File: config.mk
export PLATFORM = sky130hd
export DESIGN_NAME = instruction_fetch_unit
export DESIGN_NICKNAME = d
export VERILOG_FILES = /design/src/rtl/sparc_pkg.sv /design/src/rtl/pc_npc_regs.sv /design/src/rtl/instruction_fetch_unit.sv
export SDC_FILE = /design/constraint.sdc
export NUM_CORES = 1
export LEC_CHECK = 0
export BUFFER_PORTS_ARGS = -buffer_cell sky130_fd_sc_hd__buf_2
export CAP_MARGIN = 25
export CORE_MARGIN = 8
export CORE_UTILIZATION = 52
export DETAILED_ROUTE_END_ITERATION = 16
export PLACE_DENSITY = 0.9
export SLEW_MARGIN = 20
export SYNTH_ARGS = -nofsm -noshare
export SYNTH_HDL_FRONTEND = slang
export SYNTH_SLANG_ARGS = --single-unit
File: constraint.sdc
create_clock -name Clk -period 6.4 [get_ports Clk]
set_input_delay 0.64 -clock Clk [delete_from_list [all_inputs] [get_ports Clk]]
set_output_delay 0.64 -clock Clk [all_outputs]
set_load 0.01 [all_outputs]
File: src/rtl/sparc_pkg.sv
// ============================================================================
// Module      : sparc_pkg
// Description : Shared fetch-stage types: FSM states, trap codes, RAM opcodes.
// Revision    : 1.0 - initial release
// ============================================================================
`default_nettype none

package sparc_pkg;

    typedef enum logic [2:0] {
        ST_IDLE  = 3'd0,
        ST_REQ   = 3'd1,
        ST_WAIT  = 3'd2,
        ST_LOAD  = 3'd3,
        ST_FAULT = 3'd4
    } fetch_state_t;

    localparam logic [2:0] TRAP_NONE     = 3'd0;
    localparam logic [2:0] TRAP_MISALIGN = 3'd1;
    localparam logic [2:0] TRAP_IACCESS  = 3'd2;

    localparam logic [5:0] RAM_OP_RD_WORD = 6'b000000;

endpackage

`default_nettype wire

File: src/rtl/pc_npc_regs.sv
// ============================================================================
// Module      : pc_npc_regs
// Description : PC/NPC pair with delayed-branch advance (PC<=NPC, NPC<=target
//               or NPC+4).
// Revision    : 1.0 - initial release
// ============================================================================
`default_nettype none

module pc_npc_regs #(
    parameter int ADDR_W = 32
) (
    input  logic              clk,
    input  logic              rst,
    input  logic              i_advance,
    input  logic              i_branch_sel,
    input  logic [ADDR_W-1:0] i_branch_target,
    output logic [ADDR_W-1:0] o_pc,
    output logic [ADDR_W-1:0] o_npc
);

    logic [ADDR_W-1:0] r_pc;
    logic [ADDR_W-1:0] r_npc;

    always_ff @(posedge clk or posedge rst) begin
        if (rst) begin
            r_pc  <= '0;
            r_npc <= ADDR_W'(4);
        end else if (i_advance) begin
            r_pc  <= r_npc;
            r_npc <= i_branch_sel ? i_branch_target : r_npc + ADDR_W'(4);
        end
    end

    assign o_pc  = r_pc;
    assign o_npc = r_npc;

endmodule

`default_nettype wire

File: src/rtl/instruction_fetch_unit.sv
// ============================================================================
// Module      : instruction_fetch_unit
// Description : Fetch FSM with MFC handshake, IR load pulse and trap reporting.
//               Define FETCH_TIMEOUT_EN to enable the MFC wait timeout.
// Revision    : 1.0 - initial release
// ============================================================================
`default_nettype none

module instruction_fetch_unit
    import sparc_pkg::*;
#(
    parameter int          ADDR_W      = 32,
    parameter logic [5:0]  RAM_RD_WORD = RAM_OP_RD_WORD,
    parameter int          TIMEOUT     = 15
) (
    input  logic              Clk,
    input  logic              RESET,
    input  logic              fetch_start,
    input  logic              branch_taken,
    input  logic [ADDR_W-1:0] branch_target,
    input  logic              MFC,
    input  logic [31:0]       mem_data,
    output logic              RAM_enable,
    output logic [5:0]        RAM_OpCode,
    output logic [ADDR_W-1:0] mem_addr,
    output logic [31:0]       IR_In,
    output logic              IR_Enable,
    output logic [ADDR_W-1:0] PC_out,
    output logic [ADDR_W-1:0] NPC_out,
    output logic              busy,
    output logic              fetch_trap,
    output logic [2:0]        trap_code
);

    fetch_state_t      r_state;
    logic              r_br_taken;
    logic [ADDR_W-1:0] r_br_target;
    logic              w_advance;

`ifdef FETCH_TIMEOUT_EN
    localparam int TMO_W = $clog2(TIMEOUT + 1);
    logic [TMO_W-1:0] r_tmo_cnt;
`else
    wire w_unused_timeout = (TIMEOUT != 0);
`endif

    assign w_advance = (r_state == ST_LOAD);

    pc_npc_regs #(
        .ADDR_W (ADDR_W)
    ) u_pc_npc_regs (
        .clk             (Clk),
        .rst             (RESET),
        .i_advance       (w_advance),
        .i_branch_sel    (r_br_taken),
        .i_branch_target (r_br_target),
        .o_pc            (PC_out),
        .o_npc           (NPC_out)
    );

    // All outputs are registered on the state transition that enters the
    // state they belong to, so each is valid for exactly that state's cycle.
    always_ff @(posedge Clk or posedge RESET) begin
        if (RESET) begin
            r_state     <= ST_IDLE;
            r_br_taken  <= 1'b0;
            r_br_target <= '0;
            RAM_enable  <= 1'b0;
            RAM_OpCode  <= '0;
            mem_addr    <= '0;
            IR_In       <= '0;
            IR_Enable   <= 1'b0;
            busy        <= 1'b0;
            fetch_trap  <= 1'b0;
            trap_code   <= TRAP_NONE;
`ifdef FETCH_TIMEOUT_EN
            r_tmo_cnt   <= '0;
`endif
        end else begin
            IR_Enable  <= 1'b0;
            fetch_trap <= 1'b0;
            case (r_state)
                ST_IDLE: begin
                    if (fetch_start) begin
                        r_br_taken  <= branch_taken;
                        r_br_target <= branch_target;
                        busy        <= 1'b1;
                        if (PC_out[1:0] != 2'b00) begin
                            trap_code  <= TRAP_MISALIGN;
                            fetch_trap <= 1'b1;
                            r_state    <= ST_FAULT;
                        end else begin
                            trap_code  <= TRAP_NONE;
                            RAM_enable <= 1'b1;
                            RAM_OpCode <= RAM_RD_WORD;
                            mem_addr   <= PC_out;
                            r_state    <= ST_REQ;
                        end
                    end
                end
                ST_REQ: begin
`ifdef FETCH_TIMEOUT_EN
                    r_tmo_cnt <= '0;
`endif
                    r_state <= ST_WAIT;
                end
                ST_WAIT: begin
                    if (MFC) begin
                        IR_In      <= mem_data;
                        IR_Enable  <= 1'b1;
                        RAM_enable <= 1'b0;
                        RAM_OpCode <= '0;
                        r_state    <= ST_LOAD;
                    end
`ifdef FETCH_TIMEOUT_EN
                    else if (r_tmo_cnt == TMO_W'(TIMEOUT - 1)) begin
                        RAM_enable <= 1'b0;
                        RAM_OpCode <= '0;
                        trap_code  <= TRAP_IACCESS;
                        fetch_trap <= 1'b1;
                        r_state    <= ST_FAULT;
                    end else begin
                        r_tmo_cnt <= r_tmo_cnt + TMO_W'(1);
                    end
`endif
                end
                ST_LOAD: begin
                    busy    <= 1'b0;
                    r_state <= ST_IDLE;
                end
                ST_FAULT: begin
                    busy    <= 1'b0;
                    r_state <= ST_IDLE;
                end
                default: begin
                    busy    <= 1'b0;
                    r_state <= ST_IDLE;
                end
            endcase
        end
    end

endmodule

`default_nettype wire

# --- After elaboration in Yosys (flattened, before gate mapping) ---
# Cells that the tools add are included.
classes:
  reduce_logical: 10
  mux: 21
  addsub: 1
  eq_ne: 6
  n_bitwise: 2
ops:
  columns: ["operator", "n"]
  rows:
  - ["32-bit by 3-bit adder with 32-bit output, second input constant", 1]
  - ["32-bit 2-to-1 mux", 1]
  - ["6-bit 2-to-1 mux", 3]
  - ["6-bit one-hot mux with 2 select lines", 1]
  - ["1-bit 2-to-1 mux", 10]
  - ["3-bit 2-to-1 mux", 3]
  - ["3-bit one-hot mux with 3 select lines", 1]
  - ["2-bit AND reduction", 4]
  - ["3-bit by 2-bit equality test with 1-bit output, second input constant", 2]
  - ["2-bit inequality test, second input constant", 3]
  - ["1-bit one-hot mux with 2 select lines", 2]
  - ["4-bit AND reduction", 1]
  - ["2-bit nonzero test", 2]
  - ["3-bit by 1-bit equality test with 1-bit output, second input constant", 1]
  - ["3-bit logical NOT", 1]
  - ["3-bit AND reduction", 1]
  - ["1-bit NOT", 2]
  - ["2-bit OR reduction", 1]
word_totals:
  register_bits: 177
  in_bits: 69
  elab_cells: 53

# --- Logic depth before layout (Yosys ltp) ---
logic_depth:
  depth_word: 4
  depth_mapped: 7

# --- Hierarchy ---
# From an unflattened synthesis, not the netlist that was laid out.
unflattened:
  cells_unflattened: 565
  area_unflattened_um2: 7348.3
by_module_without_submodules:
  columns: ["mod", "cells_per_inst", "area_each_um2", "n_inst", "seq_area_each_um2"]
  rows:
  - ["instruction_fetch_unit", 242, 4082.7, 1, 2627.5]
  - ["pc_npc_regs", 323, 3265.6, 1, 1602.8]

# --- Worst setup path before layout ---
# OpenSTA, ideal clock, no wires.
synth_timing:
  path_type: "input to register"
  startpoint: "input port fetch_start"
  endpoint: "register r_br_target[11]"
  path_stages: 5
  arrival_ns: 1.827
  path_slack_ns: 4.448
  cell_sequence: "nor2b_1 -> nor3b_1 -> buf_2 -> buf_2 -> mux2_2"
synth_via:
  elab_chain_len: 1
synth_rtl:
  columns: ["item", "line", "rtl"]
  rows:
  - ["start: declaration", "instruction_fetch_unit.sv:18", "input logic fetch_start,"]
  - ["2-bit AND reduction (no line)", null, null]
  - ["end signal: assignment", "instruction_fetch_unit.sv:86", "r_br_target <= branch_target;"]
  - ["end: declaration", "instruction_fetch_unit.sv:37", "logic [ADDR_W-1:0] r_br_target;"]
# No other way between the ends.
# A chain may end at the register's enable or synchronous reset.

# --- Final worst setup path ---
layout_timing:
  startpoint: "register r_br_taken"
  endpoint: "register u_pc_npc_regs.r_npc[29] (netlist: u_pc_npc_regs.o_npc[29])"
layout_via:
  elab_chain_len: 1
layout_rtl:
  columns: ["item", "line", "rtl"]
  rows:
  - ["start: declaration", "instruction_fetch_unit.sv:36", "logic r_br_taken;"]
  - ["start signal: assignment", "instruction_fetch_unit.sv:85", "r_br_taken <= branch_taken;"]
  - ["32-bit 2-to-1 mux", "pc_npc_regs.sv:30", "r_npc <= i_branch_sel ? i_branch_target : r_npc + ADDR_W'(4);"]
  - ["end signal: assignment", "pc_npc_regs.sv:30", null]
  - ["end: declaration", "pc_npc_regs.sv:22", "logic [ADDR_W-1:0] r_npc;"]
# No other way between the ends.

==> impl_metrics.py <==
metrics = {
    "pwr": {
        "powerDensity_nw_per_um2": 530,
        "p_int_mw": 2.95,
        "p_sw_frac": 0.373,
        "finalPower_mw": 4.71,
        "combPwrFrac": 0.355,
        "p_clk_frac": 0.216,
        "power.switching_mw": 1.75,
        "power_leakage_nw": 4.30,
        "peakVddDrop_mv": 0.226,
        "pwr-share-seq": 0.430,
    },
    "sta": {
        "finalHoldViolCount": 0,
        "fmax_mhz": 362,
        "finalWorstSetupSlack_ps": 3640,
        "setup_tns_ps": 0,
        "maxSlewHeadroom": 0.409,
        "worst_pin_slew_ps": 886,
        "finClkSkew_ps": 8.07,
        "fin_crit_sh": 0.431,
        "rsz0062_at_grt": "false",
        "drv_slew": 0,
        "setup_viol": 0,
        "fin_crit_ps": 2760,
    },
    "placement": {
        "place_ws_ps": 3430,
        "port_buffers": 201,
        "hpwl_mm": 12.3,
        "gp_congestion": 0.767,
    },
    "floorplanning": {
        "ios": 210,
        "initial_core_util": 0.526,
        "fp.dieH_um": 134,
        "coreArea_um2": 13700,
        "rows": 43,
        "die_width_um": 134,
        "die_area_um2": 17800,
    },
    "detailed_routing": {
        "drt-vias-per-instance": 5.44,
        "drc": 0,
        "drt_iter0_drc": 243,
        "wirelength_mm": 17.8,
        "final_antenna_net_count": 0,
        "wire_per_inst_um": 17.7,
        "dr.pass1.iters": 4,
        "vias": 5464,
    },
    "clocking": {
        "hold_buffers": 0,
        "cts_sinks": 169,
        "cts_root_buf": "clkbuf_16",
        "cts_resized": 0,
        "cts_tree": "built",
        "htree_num_levels": 4,
        "clkSlewWorstSetupHoldPaths_ps": 70,
        "clk_latency_ps": 420,
        "post_cts_buffers": 0,
        "cts_buffers": 17,
        "cts_buffer_depth": 2,
    },
    "yosys": {
        "postSynthCellCount": 626,
        "synth_flop_cell": "dfrtp_1",
        "synth_area_leaders": "dfrtp_1 58%, mux2_2 9.2%, nand2_1 6.3%, mux2_1 6.0%, nand3_1 1.5%",
        "synth_cell_type_count": 59,
        "ys_seq_elements": 169,
        "netlist_area_um2": 7190,
        "synth.largest_area_cell": "dfrtp_1",
        "yosysSeqAreaShare": 0.589,
        "synth_top_area_share": 0.585,
        "synth_warnings": 0,
        "synth_area_per_cell_um2": 11.5,
        "synth_edf_count": 0,
        "ys_async_sr_fraction": 1.00,
    },
    "cells_and_area": {
        "nFillCells": 1060,
        "drive_gt1_frac": 0.376,
        "syn2layout_area_growth_pct": 23.6,
        "antenna_cells": 0,
        "nNetsFinal": 881,
        "utilization": 0.650,
    },
    "min_path": {
        "hp-class": "in2async",
    },
    "grt": {
        "grt_usage": 0.201,
        "grt_pass1_vias": 5680,
        "grt_overflow": 0,
        "grt_pass1_wl_mm": 28.9,
        "grt_max_degree": 100,
        "antenna_found_initial": 0,
    },
    "worst_setup_path": {
        "endpoint_kind": "flip-flop",
        "worst_setup_path_start_kind": "flip-flop",
        "worstPathRequired_ps": 6670,
        "critPathMaxFanout": 55,
        "critPathKind": "reg2reg",
        "arrival_ps": 3030,
    },
    "flow_run": {
        "cap_violations": 0,
    },
    "status": {
        "status": "finished, final reports clean",
    },
}
==> logic make-up after synthesis <==
kind of cell / Yosys count / synth area share
other: 1 / 0.000522
AOI/OAI and AO/OA: 81 / 0.0709
DFF: 169 / 0.589
buffers and inverters: 51 / 0.0329
xor gates and xnor gates: 1 / 0.00122
and+or+nand+nor: 221 / 0.147
adders and majority gates: 1 / 0.00174
muxes: 101 / 0.158
==> cell usage after synthesis (all sizes together) (4+ instances only) <==
master  instances
clkbuf         25
nor2b           6
a21oi          20
nor2           20
nor3           10
mux2i           4
mux2           97
o21ai          29
nand4           7
and3           14
nand2         120
nor4            4
buf            22
or3             5
nand3          23
dfrtp         168
==> sequential cells by signal, summed over array words and instances (netlist names), 3 cells and up <==
register / cells
IR_In: 32
mem_addr: 32
r_br_target: 32
u_pc_npc_regs.o_npc: 32
u_pc_npc_regs.o_pc: 32
r_state: 3
==> cells in the final DEF, fill, tap and decap left out, types with 3 or more instances in the layout <==
master      count
clkbuf_16      17
o211ai_1        3
a22oi_1         3
nand4_1         6
buf_4           5
and2_1          3
nand3_1        22
o21ai_0        19
a21oi_1        20
nand2_1       119
buf_2         201
o21ai_1        10
or3_1           5
dfrtp_1       167
mux2_1         38
nor2_1         18
a211oi_1        3
mux2_2         59
clkbuf_8        3
nor3_1          9
nor4_1          3
nor2b_1         6
mux2i_1         4
and3_1         13
conb_1          8
o22ai_1         3
clkinvlp_4      5
==> power by group through the flow <==
stage / Sequential [mW] / Clock, mW / Combinational (mW)
global placement: 2.00 / 0 / 1.62
global route: 2.09 / 1.08 / 1.84
CTS: 2.02 / 1.03 / 1.70
finish: 2.02 / 1.02 / 1.67
detailed placement: 2.03 / 0 / 1.69
floorplan: 2.06 / 0 / 0.958
==> area by class of cell <==
cell class,count,area [um^2],share of cell area
tap,180,225,0.0254
multi-input combinational,413,2770,0.312
clock inverter,10,120,0.0135
clock buffer,22,474,0.0534
sequential,169,4230,0.476
timing repair buffer,206,1040,0.117
inverter,4,20.0,0.00225
==> routing by layer <==
layer	GRT usage	share of wire
met3	0.0565	0.064
met4	0.0742	0.020
met2	0.344	0.52
met5	0	0
met1	0.236	0.40
==> worst paths after layout <==
kind	cells past startpoint	endpoint	start	slack [ps]
worst max register to register	4	u_pc_npc_regs.o_npc[29]	r_br_taken	3640
min in group Clk	2	IR_In[22]	mem_data[22]	430
worst max-delay path	4	u_pc_npc_regs.o_npc[29]	r_br_taken	3640
worst min-delay path	2	IR_In[21]	RESET	410
max in group asynchronous	3	r_br_taken	RESET	4560
worst min register to register	1	mem_addr[0]	mem_addr[0]	480
==> stage by stage <==
| stage | std cells | hold WS, ps | area (um^2) |
|---|---|---|---|
| 3_5_place_dp | 972 | 466 | 8290 |
| 6_report | 1004 | 410 | 8880 |
| 4_1_cts | 1004 | 414 | 8880 |
| 3_3_place_gp | 972 | 462 | 8290 |
| 2_1_floorplan | 633 | 453 | 7210 |
| 5_1_grt | 1004 | 414 | 8880 |
==> critical path, cell delays in order (launching register included) <==
cell,delay (ps)
dfrtp_2,950
clkinv_1,880
or3_1,580
o21ai_0,110
a311oi_2,80
No activity file was read; power rests on OpenSTA's default activity.
